`config.mk`:
```
export PLATFORM = sky130hd
export DESIGN_NAME = bound_flasher_gen
export DESIGN_NICKNAME = d
export VERILOG_FILES = /design/src/rtl/bound_flasher_pkg.sv /design/src/rtl/bound_flasher_gen_flick_sync.sv /design/src/rtl/bound_flasher_gen.sv
export SDC_FILE = /design/constraint.sdc
export NUM_CORES = 1
export LEC_CHECK = 0
export CAP_MARGIN = 25
export CORE_MARGIN = 3
export CORE_UTILIZATION = 59
export CTS_BUF_LIST = sky130_fd_sc_hd__clkbuf_4 sky130_fd_sc_hd__clkbuf_8
export DETAILED_ROUTE_END_ITERATION = 10
export PLACE_DENSITY = 0.88
export SYNTH_ARGS = -nofsm -noshare
export SYNTH_HDL_FRONTEND = slang
export SYNTH_SLANG_ARGS = --single-unit
```
`constraint.sdc`:
```
create_clock -name clk -period 7 [get_ports clk]
set_clock_uncertainty 0.05 [all_clocks]
set_input_delay 1.05 -clock clk [delete_from_list [all_inputs] [get_ports clk]]
set_output_delay 1.05 -clock clk [all_outputs]
set_load 0.005 [all_outputs]
```
`src/rtl/bound_flasher_pkg.sv`:
```
`default_nettype none
// bound_flasher_pkg -- sequencer state type, level-width helper, default sweep table.
// Rev 1.0
package bound_flasher_pkg;

  typedef enum logic [0:0] {
    IDLE = 1'b0,
    RUN  = 1'b1
  } state_t;

  function automatic int lw_f(input int n_led);
    return $clog2(n_led + 1);
  endfunction

  localparam int DEF_N_LED   = 16;
  localparam int DEF_N_PHASE = 6;
  // Phase 0 in the LSBs: 16, 6, 11, 0, 6, 0
  localparam logic [29:0] DEF_PH_TARGET = {5'd0, 5'd6, 5'd0, 5'd11, 5'd6, 5'd16};
  localparam logic [16:0] DEF_KICK_MASK = 17'h00041;

endpackage
`default_nettype wire

```
`src/rtl/bound_flasher_gen_flick_sync.sv`:
```
`default_nettype none
// flick_sync -- two-flop synchroniser for the active-low flick button; clears to "not pressed".
// Rev 1.0
module flick_sync (
  input  logic clk,
  input  logic reset,
  input  logic flick,
  output logic pressed
);

  logic s1;
  logic s2;

  always_ff @(posedge clk or negedge reset) begin
    if (!reset) begin
      s1 <= 1'b1;
      s2 <= 1'b1;
    end else begin
      s1 <= flick;
      s2 <= s1;
    end
  end

  assign pressed = ~s2;

endmodule
`default_nettype wire

```
`src/rtl/bound_flasher_gen.sv`:
```
`default_nettype none
// bound_flasher_gen -- table-driven up/down thermometer lamp sequencer with kickback and looping.
// Rev 1.0
module bound_flasher_gen
  import bound_flasher_pkg::*;
#(
  parameter int                              N_LED     = DEF_N_LED,
  parameter int                              N_PHASE   = DEF_N_PHASE,
  parameter logic [N_PHASE*lw_f(N_LED)-1:0]  PH_TARGET = DEF_PH_TARGET,
  parameter logic [N_LED:0]                  KICK_MASK = DEF_KICK_MASK,
  parameter int                              DIV       = 1
) (
  input  logic                       clk,
  input  logic                       reset,
  input  logic                       flick,
  input  logic                       loop_en,
  output logic [N_LED-1:0]           lamp,
  output logic [lw_f(N_LED)-1:0]     level,
  output logic [$clog2(N_PHASE)-1:0] phase_idx,
  output logic                       busy,
  output logic                       done
);

  localparam int LW = lw_f(N_LED);
  localparam int PW = $clog2(N_PHASE);
  localparam int CW = (DIV > 1) ? $clog2(DIV) : 1;

  if (N_LED < 1 || N_PHASE < 2 || (N_PHASE % 2) != 0 || DIV < 1) begin : g_bad_param
    $error("bound_flasher_gen: N_LED, N_PHASE or DIV out of range");
  end

  // Each entry must move away from its predecessor in its sweep direction (wrapping for loops).
  for (genvar p = 0; p < N_PHASE; p++) begin : g_table_chk
    localparam int TGT  = int'(PH_TARGET[p*LW +: LW]);
    localparam int PREV = int'(PH_TARGET[((p == 0) ? N_PHASE - 1 : p - 1)*LW +: LW]);
    if (TGT > N_LED || (((p % 2) == 0) ? (TGT <= PREV) : (TGT >= PREV))) begin : g_bad_entry
      $error("bound_flasher_gen: PH_TARGET entry breaks range or alternation");
    end
  end

  state_t           state;
  state_t           state_n;
  logic [LW-1:0]    level_n;
  logic [LW-1:0]    tgt;
  logic [LW-1:0]    lvl_inc;
  logic [LW-1:0]    lvl_dec;
  logic [PW-1:0]    phase_n;
  logic [CW-1:0]    cnt;
  logic [CW-1:0]    cnt_n;
  logic [N_LED-1:0] lamp_n;
  logic             fl;
  logic             tick;
  logic             advance;
  logic             done_n;

  flick_sync u_sync (
    .clk     (clk),
    .reset   (reset),
    .flick   (flick),
    .pressed (fl)
  );

  always_ff @(posedge clk or negedge reset) begin
    if (!reset) begin
      state     <= IDLE;
      level     <= '0;
      phase_idx <= '0;
      cnt       <= '0;
      lamp      <= '0;
      done      <= 1'b0;
    end else begin
      state     <= state_n;
      level     <= level_n;
      phase_idx <= phase_n;
      cnt       <= cnt_n;
      lamp      <= lamp_n;
      done      <= done_n;
    end
  end

  assign tgt     = PH_TARGET[phase_idx*LW +: LW];
  assign tick    = (cnt == CW'(DIV - 1));
  assign lvl_inc = level + LW'(1);
  assign lvl_dec = level - LW'(1);

  always_comb begin
    state_n = state;
    level_n = level;
    phase_n = phase_idx;
    cnt_n   = cnt;
    done_n  = 1'b0;
    advance = 1'b0;
    case (state)
      IDLE: begin
        if (fl) begin
          state_n = RUN;
          phase_n = '0;
          cnt_n   = '0;
        end
      end
      RUN: begin
        cnt_n = tick ? '0 : cnt + CW'(1);
        if (tick) begin
          if (!phase_idx[0]) begin
            level_n = lvl_inc;
            advance = (lvl_inc == tgt);
          end else begin
            level_n = lvl_dec;
            // Kickback beats completion, so a held button can keep a run alive on the last phase
            if (KICK_MASK[lvl_dec] && fl) begin
              phase_n = phase_idx - PW'(1);
            end else begin
              advance = (lvl_dec == tgt);
            end
          end
          if (advance) begin
            if (phase_idx != PW'(N_PHASE - 1)) begin
              phase_n = phase_idx + PW'(1);
            end else if (loop_en) begin
              phase_n = '0;
            end else begin
              state_n = IDLE;
              level_n = '0;
              phase_n = '0;
              done_n  = 1'b1;
            end
          end
        end
      end
      default: state_n = IDLE;
    endcase
  end

  for (genvar k = 0; k < N_LED; k++) begin : g_therm
    assign lamp_n[k] = (level_n > LW'(k));
  end

  always_comb begin
    busy = (state == RUN);
  end

endmodule
`default_nettype wire

```
Word-level counts from Yosys, hierarchy flattened
Memory sizes are Yosys's and may differ from the RTL's. Cells that the tools add are included.

$add $sub $neg: 5. Multiply operators: 1. Div/mod/pow operators: 0. Magnitude comparators: 17. Equal/unequal tests: 7. Shift operators: 1. Muxes and demuxes: 32. Bitwise operators: 2. Reductions and logical operators: 3.

Operators by type and width (number): $gt 5x4->1 const B (8); $mux 5 (6); $shiftx 30x7->5 const A (1); $gt 5x3->1 const B (4); $mux 3 (6); $mux 1 (17); $eq 5x5->1 (2); $gt 5x1->1 const B (2); $gt 5x2->1 const B (2); $lt 5x6->1 const B (1); $mul 3x3->6 const B (1); $pmux 3 s2 (1); $add 5x1->5 const B (1); $sub 5x1->5 const B (1); $ne 2x2->1 const B (2); $pmux 1 s2 (2); $reduce_and 4->1 (1); $add 3x1->3 const B (1); $ne 3x1->1 const B (1); $ne 3x2->1 const B (1); $ne 3x3->1 const B (1); $sub 3x1->3 const B (1); $not 1->1 (2); $reduce_and 2->1 (1); other kinds (2) (2).

Flip-flop bits (word level): 29. Bits in latches: 0. Memory bits (writable): 0. Bits in read-only memories: 32. Bits of input ports: 4. Logic and storage cells: 78. Memories: 1.

Memories: (no name shown) (depth 32, width 1, read ports 1, clocked after memory_dff 0, wr ports 0, line bound_flasher_gen.sv:110) `if (KICK_MASK[lvl_dec] && fl) begin`.

Depth between registers and ports, before layout
Gate-level depths: netlist of the first run.

Word-level depth: 12. Mapped depth: 10.

By module
From an unflattened synthesis of the first run, not the netlist that was laid out.

Cell total of the unflattened synthesis: 180. Area, all modules: 1771.7 um^2.

By module, submodules not included: bound_flasher_gen (times used 1, cells each 177, area each 1715.4 um^2, sequential area each 650.6 um^2); flick_sync (times used 1, cells each 3, area each 56.3 um^2, sequential area each 52.6 um^2).

Least setup slack after synthesis of the first run
OpenSTA, ideal clock, no wires.

Kind: register -> register. Start point: reg phase_idx[0]. End point: reg lamp[0]. Arrival: 2.733 ns. Required time: 6.803 ns. Path slack: 4.069 ns. Stages on the path, launching flop included: 11. Buffers on the path: 1. Cells stage by stage: dfrtp_1 > clkbuf_1 > inv_1 > ha_1 > or3b_1 > a21oi_1 > o311ai_1 > or4_4 > nand2_2 > and2_4 > nand3_1.

Longest elaborated chain between the ends: 11. Elaborated cells between the ends (all ways): 16.

Ends and longest elaborated chain: from (decl) (line bound_flasher_gen.sv:19) `output logic [$clog2(N_PHASE)-1:0] phase_idx,`; from (signal assigned) (line bound_flasher_gen.sv:74) `phase_idx <= phase_n;`; $mul 3x3->6 (line bound_flasher_gen.sv:81) `assign tgt = PH_TARGET[phase_idx*LW +: LW];`; $shiftx 30x7->5 (line bound_flasher_gen.sv:81); $eq 5x5->1 (line bound_flasher_gen.sv:113) `advance = (lvl_dec == tgt);`; $mux 1 (line bound_flasher_gen.sv:110); $mux 1 (line bound_flasher_gen.sv:104) `if (!phase_idx[0]) begin`; $mux 1 (line bound_flasher_gen.sv:103) `if (tick) begin`; $mux 1 (line bound_flasher_gen.sv:93) `case (state)`; $mux 5 * (line bound_flasher_gen.sv:116) `if (advance) begin`; $mux 5 * (line bound_flasher_gen.sv:103); $mux 5 * (line bound_flasher_gen.sv:93); $gt 5x1->1 * (line bound_flasher_gen.sv:135) `assign lamp_n[k] = (level_n > LW'(k));`; net lamp_n[0] (line bound_flasher_gen.sv:50) `logic [N_LED-1:0] lamp_n;`; to (signal assigned) (line bound_flasher_gen.sv:76) `lamp <= lamp_n;`; to (decl) (line bound_flasher_gen.sv:17) `output logic [N_LED-1:0] lamp,`.

Mark *: on every way through the listed nets, which the timed path passes. The rest lies on a longest branch. The select of a mux whose other input is x is not followed. A chain may end at the register's enable or synchronous reset.

Worst setup path after layout of the first run
Ends and elaborated chain as after synthesis.

==> results of run 1 <==
==> layout make-up <==
| cell class | instances | area [µm²] | share of cell area |
|---|---|---|---|
| clock buffers | 4 | 36.28 | 0.01732 |
| inverters | 14 | 52.55 | 0.02509 |
| flip-flops and latches | 28 | 703.2 | 0.3357 |
| repair buffers | 30 | 297.8 | 0.1422 |
| well taps | 31 | 38.79 | 0.01852 |
| multi-input cells | 119 | 965.9 | 0.4612 |
==> critical path, delay by kind of cell (launching register included) <==
| family | cells | cell delay, ps |
|---|---|---|
| buffers and inverters | 1 | 240 |
| adders and majority gates | 1 | 410 |
| and+or+nand+nor | 5 | 1310 |
| DFF | 1 | 660 |
| AOI/OAI and AO/OA | 2 | 360 |
==> state kept, by name (all words and copies together) (netlist names) <==
signal	count
u_sync.s1	1
u_sync.s2	1
done	1
level	5
lamp	16
busy	1
phase_idx	3
==> cells by family (layout without fill, tap and decap cells) <==
family / Yosys count / after routing / synth area share
adders and majority gates: 9 / 9 / 0.06392
and+or+nand+nor: 52 / 52 / 0.1662
buffers and inverters: 21 / 48 / 0.05256
xor gates and xnor gates: 16 / 16 / 0.1158
DFF: 28 / 28 / 0.3991
AOI/OAI and AO/OA: 38 / 38 / 0.1790
muxes: 4 / 4 / 0.02344
==> metal layers <==
metal  global-route usage  vias to the layer above  part of all wire
met5                    0                        -                 0
met2               0.3771                       54              0.48
met4              0.08050                        0             0.014
met3              0.02766                        5             0.057
met1               0.3188                      677              0.45
li1                     -                      650                 -
==> worst max-delay path by stage <==
stage                  from  cells after the start       to  slack (ps)
2_1_floorplan  phase_idx[0]                     10  lamp[0]        4070
3_3_place_gp   phase_idx[0]                      9  lamp[0]        4040
3_5_place_dp   phase_idx[0]                      9  lamp[0]        3880
4_1_cts        phase_idx[0]                      9  lamp[0]        3870
5_1_grt        phase_idx[0]                      9  lamp[8]        3650
6_report       phase_idx[0]                      9  lamp[0]        3840
==> through the flow <==
| stage | power (µW) | util | instances | instance area (µm²) | setup slack [ps] |
|---|---|---|---|---|---|
| after global routing | 1171 | 0.7467 | 226 | 2095 | 3648 |
| after global placement | 978.6 | 0.7337 | 222 | 2058 | 4038 |
| after detailed placement | 996.3 | 0.7337 | 222 | 2058 | 3884 |
| after CTS | 1077 | 0.7467 | 226 | 2095 | 3869 |
| final | 1076 | 0.7467 | 226 | 2095 | 3839 |
| after floorplan | 783.7 | - | 168 | 1762 | 4069 |
==> cell usage in the layout (no fill, tap or decap), types with 2 or more instances in the layout <==
master | synthesis | final
ha_1 | 9 | 9
o21ai_1 | 2 | 2
inv_1 | 14 | 14
o31a_1 | 2 | 2
nand2_1 | 14 | 14
nor3_2 | 2 | 2
a32o_1 | 2 | 2
nor2_2 | 2 | 2
a21oi_1 | 5 | 5
xnor3_1 | 3 | 3
o21ai_0 | 4 | 4
dfrtp_1 | 26 | 26
xor2_1 | 3 | 3
dfstp_2 | 2 | 2
nor2b_1 | 5 | 5
nand3_1 | 7 | 7
o211ai_1 | 3 | 3
clkdlybuf4s50_1 | 0 | 29
nor2_1 | 7 | 7
xnor2_1 | 8 | 8
clkbuf_4 | 0 | 3
o31ai_1 | 3 | 3
a21o_1 | 2 | 2
mux2i_1 | 3 | 3
nand4_1 | 2 | 2
nand3b_1 | 2 | 2
==> power by group through the flow <==
stage | clock network (µW) | logic [µW] | registers [µW]
floorplan | 0 | 515 | 268
global placement | 0 | 685 | 293
detailed placement | 0 | 697 | 299
CTS | 78.8 | 703 | 295
global route | 84.7 | 780 | 306
finish | 76.4 | 704 | 296
==> synthesized netlist by cell type (2+ instances only) <==
cell	count
buf_2	2
xnor2_1	8
nand3b_1	2
nor3_2	2
o31a_1	2
ha_1	9
dfrtp_1	26
clkbuf_1	3
mux2i_1	3
nand4_1	2
a21o_1	2
nand3_1	7
o21ai_0	4
a32o_1	2
o211ai_1	3
nand2_1	14
inv_1	14
o31ai_1	3
xnor3_1	3
dfstp_2	2
nor2_2	2
o21ai_1	2
a21oi_1	5
xor2_1	3
nor2b_1	5
nor2_1	7
==> out/metrics.csv, run 1 <==
stage;metric;value;unit
clock_tree;CTS Buf Count;3;
worst_setup_path;reg2reg setup slack;3840;ps
timing;Final Cycle Share;0.4515;
yosys;cell count after synthesis;168;
clock_tree;TritonCTS Sinks;28;
routing;drt drc;0;
floorplanning;row cnt;19;
pwr;VDD IR-drop max;0.0003487;V
timing;unrepaired setup endpoints after global routing;no;
placement;Placer Congestion;1.009;
yosys;Synth Flop Type;dfrtp_1;
placement;Final HPWL DP;2813;µm
worst_hold_path;Hold Path Depth;0;
worst_setup_path;Reg-to-Reg End;lamp[0];
final_layout;n_diodes;0;
grt;global route total overflow;0;
worst_setup_path;FF-to-FF path depth;9;
clock_tree;CTS H-tree depth;1;
pwr;Clk network pwr share;0.071;
final_layout;Area Growth Syn to Fin;18.89;%
yosys;EDFF count, synth;0;
yosys;post-synth top area cell;dfrtp_1;
final_layout;layout net count;209;
yosys;Syn Nets;181;
grt;gr usage total;0.2309;
timing;clock period minus worst slack;3161;ps
worst_hold_path;WHS Endpoint;u_sync.s2;
worst_setup_path;critical path required time;7140;ps
routing;drt pass-1 iters;4;
pwr;sequential share of power;0.275;
timing;# setup viols final;0;
timing;endpoints failing hold;0;
floorplanning;I/O pins;30;
run_status;status;finished, final reports clean;
worst_setup_path;CP arrival;3300;ps
clock_tree;Max Buffers Root-to-Sink;2;
floorplanning;die area;0.003678;mm²
worst_setup_path;worst-path cell chain;inv_1 -> ha_1 -> or3b_1 -> a21oi_1 -> o311ai_1 -> or4_4 -> nand2_2 -> and2_4 -> nand3_1;
worst_hold_path;hold_sp;u_sync.s1;
pwr;Sw Ratio;0.4235;
timing;Fmax achieved;316.4;MHz
yosys;Area contributors post-synth;dfrtp_1 37%, ha_1 6.4%, xnor2_1 4.0%;
pwr;Leak;0.0008781;µW
pwr;P_sw;455.7;µW
worst_setup_path;Max FO, Critical Path;15;
pwr;P per Cell Area;513.7;mW/mm²
worst_hold_path;Hold WC Path Type;reg2reg;
yosys;register area share after synthesis;0.3991;
timing;Worst slew margin;0.5495;
clock_tree;post_cts resized;0;
timing;Final Slew Violations;0;
clock_tree;CTS tree;yes;
final_layout;Layout fillers;204;
grt;vias in the first global route;1344;
floorplanning;Core Box Area;0.002805;mm²
timing;Tightest Pin Transition;670.0;ps
worst_setup_path;slowest CP cell;dfrtp_1;
timing;Min Hold Slack;317.8;ps
grt;antenna violations before repair;0;
clock_tree;Hold Buf Count CTS;0;
yosys;#FFs+latches synth;28;
placement;IO buf count;29;
yosys;FFs w/ async S/R, synth;1.000;
floorplanning;Die Span X;60.65;µm
yosys;syn_area_per_cell;10.49;µm²
yosys;post-synth top area share;0.3693;
routing;routed vias/inst;6.133;
routing;Final ANT Viol Nets;0;
timing;Sum Neg Setup Slack;0;ps
clock_tree;Root Driver;clkbuf_4;
routing;vias;1386;
final_layout;layout cells sized above 1;0.1077;
routing;Routed WL;3758;µm
floorplanning;Initial Utilization;0.6280;
yosys;Mapped Area;0.001762;mm²
grt;largest net degree at the start of global routing;29;
routing;Iteration-0 DRC Markers;82;
floorplanning;Die Ht;60.65;µm
yosys;Yosys cell types;57;
worst_setup_path;crit end category;flop;
run;MaxCap Viol Count;0;
worst_setup_path;CP Class;reg2reg;
clock_tree;Worst-path clk slew;130;ps
yosys;synth warn;0;
clock_tree;clk_lat worst skew;330;ps
grt;first-pass GRT wire length;6334;µm
pwr;internal power;620.4;µW
worst_setup_path;CP peak stage delay;660;ps
clock_tree;post-CTS setup buffer count;0;
routing;WL/cell;16.63;µm
worst_setup_path;startpoint types;flop;
worst_setup_path;Crit Reg-Reg Startpoint;phase_idx[0];
pwr;Gate power share;0.654;
Power figures use the tool's default switching activity.
==> run 2: changes to the inputs <==
--- a/config.mk
+++ b/config.mk
@@ -7,10 +7,10 @@
 export LEC_CHECK = 0
 export CAP_MARGIN = 25
 export CORE_MARGIN = 3
-export CORE_UTILIZATION = 59
+export CORE_UTILIZATION = 49
 export CTS_BUF_LIST = sky130_fd_sc_hd__clkbuf_4 sky130_fd_sc_hd__clkbuf_8
 export DETAILED_ROUTE_END_ITERATION = 10
-export PLACE_DENSITY = 0.88
+export PLACE_DENSITY = 0.78
 export SYNTH_ARGS = -nofsm -noshare
 export SYNTH_HDL_FRONTEND = slang
 export SYNTH_SLANG_ARGS = --single-unit
==> constraint.sdc (replaced) <==
create_clock -name clk -period 2.55 [get_ports clk]
set_clock_uncertainty 0.05 [all_clocks]
set_input_delay 0.3825 -clock clk [delete_from_list [all_inputs] [get_ports clk]]
set_output_delay 0.3825 -clock clk [all_outputs]
set_load 0.005 [all_outputs]
==> out/metrics.csv, run 2 (synthesis gave the netlist of run 1 again) <==
stage;metric;value;unit;change
run_status;status;complete, but fails checks;;was finished, final reports clean
run_status;violated checks;setup timing;;
routing;WL/cell;17.38;µm;was 16.63 µm
routing;Routed WL;4640;µm;was 3758 µm
pwr;P per Cell Area;1524;mW/mm²;was 513.7 mW/mm²
worst_setup_path;CP Class;reg2reg;;unchanged
routing;vias;1539;;was 1386
final_layout;Most flops, register;lamp;;unchanged
placement;Placer Congestion;0.8522;;was 1.009
timing;Tightest Pin Transition;798.4;ps;was 670.0 ps
grt;largest net degree at the start of global routing;29;;unchanged
worst_setup_path;crit end category;flop;;unchanged
worst_setup_path;startpoint types;flop;;unchanged
final_layout;flip-flop count of the largest register after layout;16;;unchanged
floorplanning;die area;0.004351;mm²;was 0.003678 mm²
timing;Worst slew margin;0.4632;;was 0.5495
final_layout;leading registers by flop count;lamp (16), level (5), phase_idx (3);;unchanged
routing;routed vias/inst;5.764;;was 6.133
worst_setup_path;CP arrival;2740;ps;was 3300 ps
worst_hold_path;Hold WC Path Type;reg2reg;;unchanged
routing;Iteration-0 DRC Markers;92;;was 82
clock_tree;Worst-path clk slew;150;ps;was 130 ps
timing;Final Slew Violations;0;;unchanged
final_layout;layout cells sized above 1;0.2805;;was 0.1077
floorplanning;Core Box Area;0.003390;mm²;was 0.002805 mm²
worst_setup_path;CP Depth;9;;unchanged
worst_setup_path;CP peak stage delay;460;ps;was 660 ps
timing;Fmax achieved;386.6;MHz;was 316.4 MHz
worst_setup_path;Max FO, Critical Path;5;;was 15
timing;endpoints failing hold;0;;unchanged
final_layout;layout net count;235;;was 209
worst_setup_path;Setup crit end;lamp[0];;unchanged
floorplanning;Die Ht;65.96;µm;was 60.65 µm
pwr;total power;3725;µW;was 1076 µW
placement;Final HPWL DP;3265;µm;was 2813 µm
final_layout;post-route cell area;0.002445;mm²;was 0.002095 mm²
grt;antenna violations before repair;0;;unchanged
routing;Final ANT Viol Nets;0;;unchanged
worst_setup_path;critical path required time;2700;ps;was 7140 ps
timing;unrepaired setup endpoints after global routing;yes;;was no
clock_tree;TritonCTS Sinks;28;;unchanged
run;MaxCap Viol Count;0;;unchanged
floorplanning;Die Span X;65.96;µm;was 60.65 µm
clock_tree;CTS tree;yes;;unchanged
worst_setup_path;Bufs and invs on worst path;1;;unchanged
worst_setup_path;reg2reg setup slack;-40;ps;was 3840 ps
timing;final worst slack;-36.95;ps;was 3839 ps
worst_setup_path;CP top delay family;simple AND/OR/NAND/NOR gates;;unchanged
clock_tree;Root Driver;clkbuf_4;;unchanged
clock_tree;CTS Buf Count;3;;unchanged
worst_setup_path;Crit Reg-Reg Startpoint;phase_idx[0];;unchanged
routing;drt pass-1 iters;4;;unchanged
timing;# setup viols final;3;;was 0
routing;drt drc;0;;unchanged
floorplanning;I/O pins;30;;unchanged
worst_setup_path;worst-path cell chain;clkinvlp_4 -> ha_4 -> or3b_4 -> a21oi_4 -> o311ai_4 -> or4_4 -> nand2_4 -> and2_4 -> nand3_2;;was inv_1 -> ha_1 -> or3b_1 -> a21oi_1 -> o311ai_1 -> or4_4 -> nand2_2 -> and2_4 -> nand3_1
worst_setup_path;slowest CP cell;or4_4;;was dfrtp_1
final_layout;n_diodes;0;;unchanged
placement;IO buf count;29;;unchanged
pwr;Leak;0.001019;µW;was 0.0008781 µW
clock_tree;clk_lat worst skew;340;ps;was 330 ps
clock_tree;Max Buffers Root-to-Sink;2;;unchanged
timing;clock period minus worst slack;2587;ps;was 3161 ps
placement;Post-Place Cell Area;0.002250;mm²;was 0.002058 mm²
clock_tree;CTS H-tree depth;1;;unchanged
floorplanning;Initial Utilization;0.5197;;was 0.6280
final_layout;commonest cells after routing, fill and taps aside;29 x clkdlybuf4s50_1, 27 x buf_4, 26 x dfrtp_1, 13 x nand2_1, 12 x inv_1;;was 29 x clkdlybuf4s50_1, 26 x dfrtp_1, 14 x inv_1, 14 x nand2_1, 9 x ha_1
grt;vias in the first global route;1570;;was 1344
final_layout;Area Growth Syn to Fin;38.78;%;was 18.89%
final_layout;Post-Layout Cell Count;267;;was 226
grt;global route total overflow;0;;unchanged
placement;pre-CTS setup slack;-10.09;ps;was 3884 ps
clock_tree;Hold Buf Count CTS;0;;unchanged
worst_setup_path;Worst Setup SP;phase_idx[0];;unchanged
grt;first-pass GRT wire length;7176;µm;was 6334 µm
worst_setup_path;FF-to-FF path depth;9;;unchanged
pwr;VDD IR-drop max;0.0008691;V;was 0.0003487 V
timing;Final Cycle Share;1.014;;was 0.4515
floorplanning;row cnt;21;;was 19
grt;gr usage total;0.2183;;was 0.2309
placement;placed cell count;251;;was 222
final_layout;Layout fillers;233;;was 204
worst_setup_path;Reg-to-Reg End;lamp[0];;unchanged
final_layout;most common cell after layout, fill and taps aside;clkdlybuf4s50_1;;unchanged
## run 2: what timing repair did
| item | 4_1_cts | 5_1_grt |
|---|---|---|
| cloned | 0 | 0 |
| endpoints found under the setup margin | 6 | 16 |
| gates resized for setup | 0 | 12 |
| pin swaps | 1 | 8 |
| setup buffers | 3 | 9 |
## run 2: worst min path at each step
stage	from	endpoint	slack, ps	cells past startpoint
6_report	u_sync.s1	u_sync.s2	320	0
5_1_grt	u_sync.s1	u_sync.s2	320	0
4_1_cts	u_sync.s1	u_sync.s2	320	0
3_5_place_dp	u_sync.s1	u_sync.s2	300	0
3_3_place_gp	u_sync.s1	u_sync.s2	300	0
2_1_floorplan	reset	busy	40	0
## run 2: power breakdown
part	total (µW)	internal, µW	switching [µW]
Clock	295	159	136
Combinational	2680	1390	1300
Sequential	745	618	127
Total	3720	2170	1560
## run 2: cell type report
type	count	area [µm²]	share of cell area
clock buffers	3	22.52	0.009212
clock inverters	1	30.03	0.01228
inverters	14	56.30	0.02303
multi-input cells	119	1082	0.4427
flip-flops and latches	28	703.2	0.2876
well taps	46	57.56	0.02354
repair buffers	56	493.0	0.2016
## run 2: per-layer routing
layer,vias up,GRT usage,part of all wire
met5,-,0,0
li1,703,-,-
met1,754,0.2418,0.38
met4,0,0.1320,0.047
met2,63,0.3805,0.52
met3,19,0.04592,0.057
## run 2: per-stage QoR
step / hold WS, ps / setup TNS [ps] / utilization
6_report: 320.9 / -38.84 / 0.7213
5_1_grt: 325.0 / -946.1 / 0.7213
4_1_cts: 321.1 / 0 / 0.6859
3_5_place_dp: 301.0 / -15.62 / 0.6637
3_3_place_gp: 298.0 / 0 / 0.6637
2_1_floorplan: 36.91 / -422.9 / -
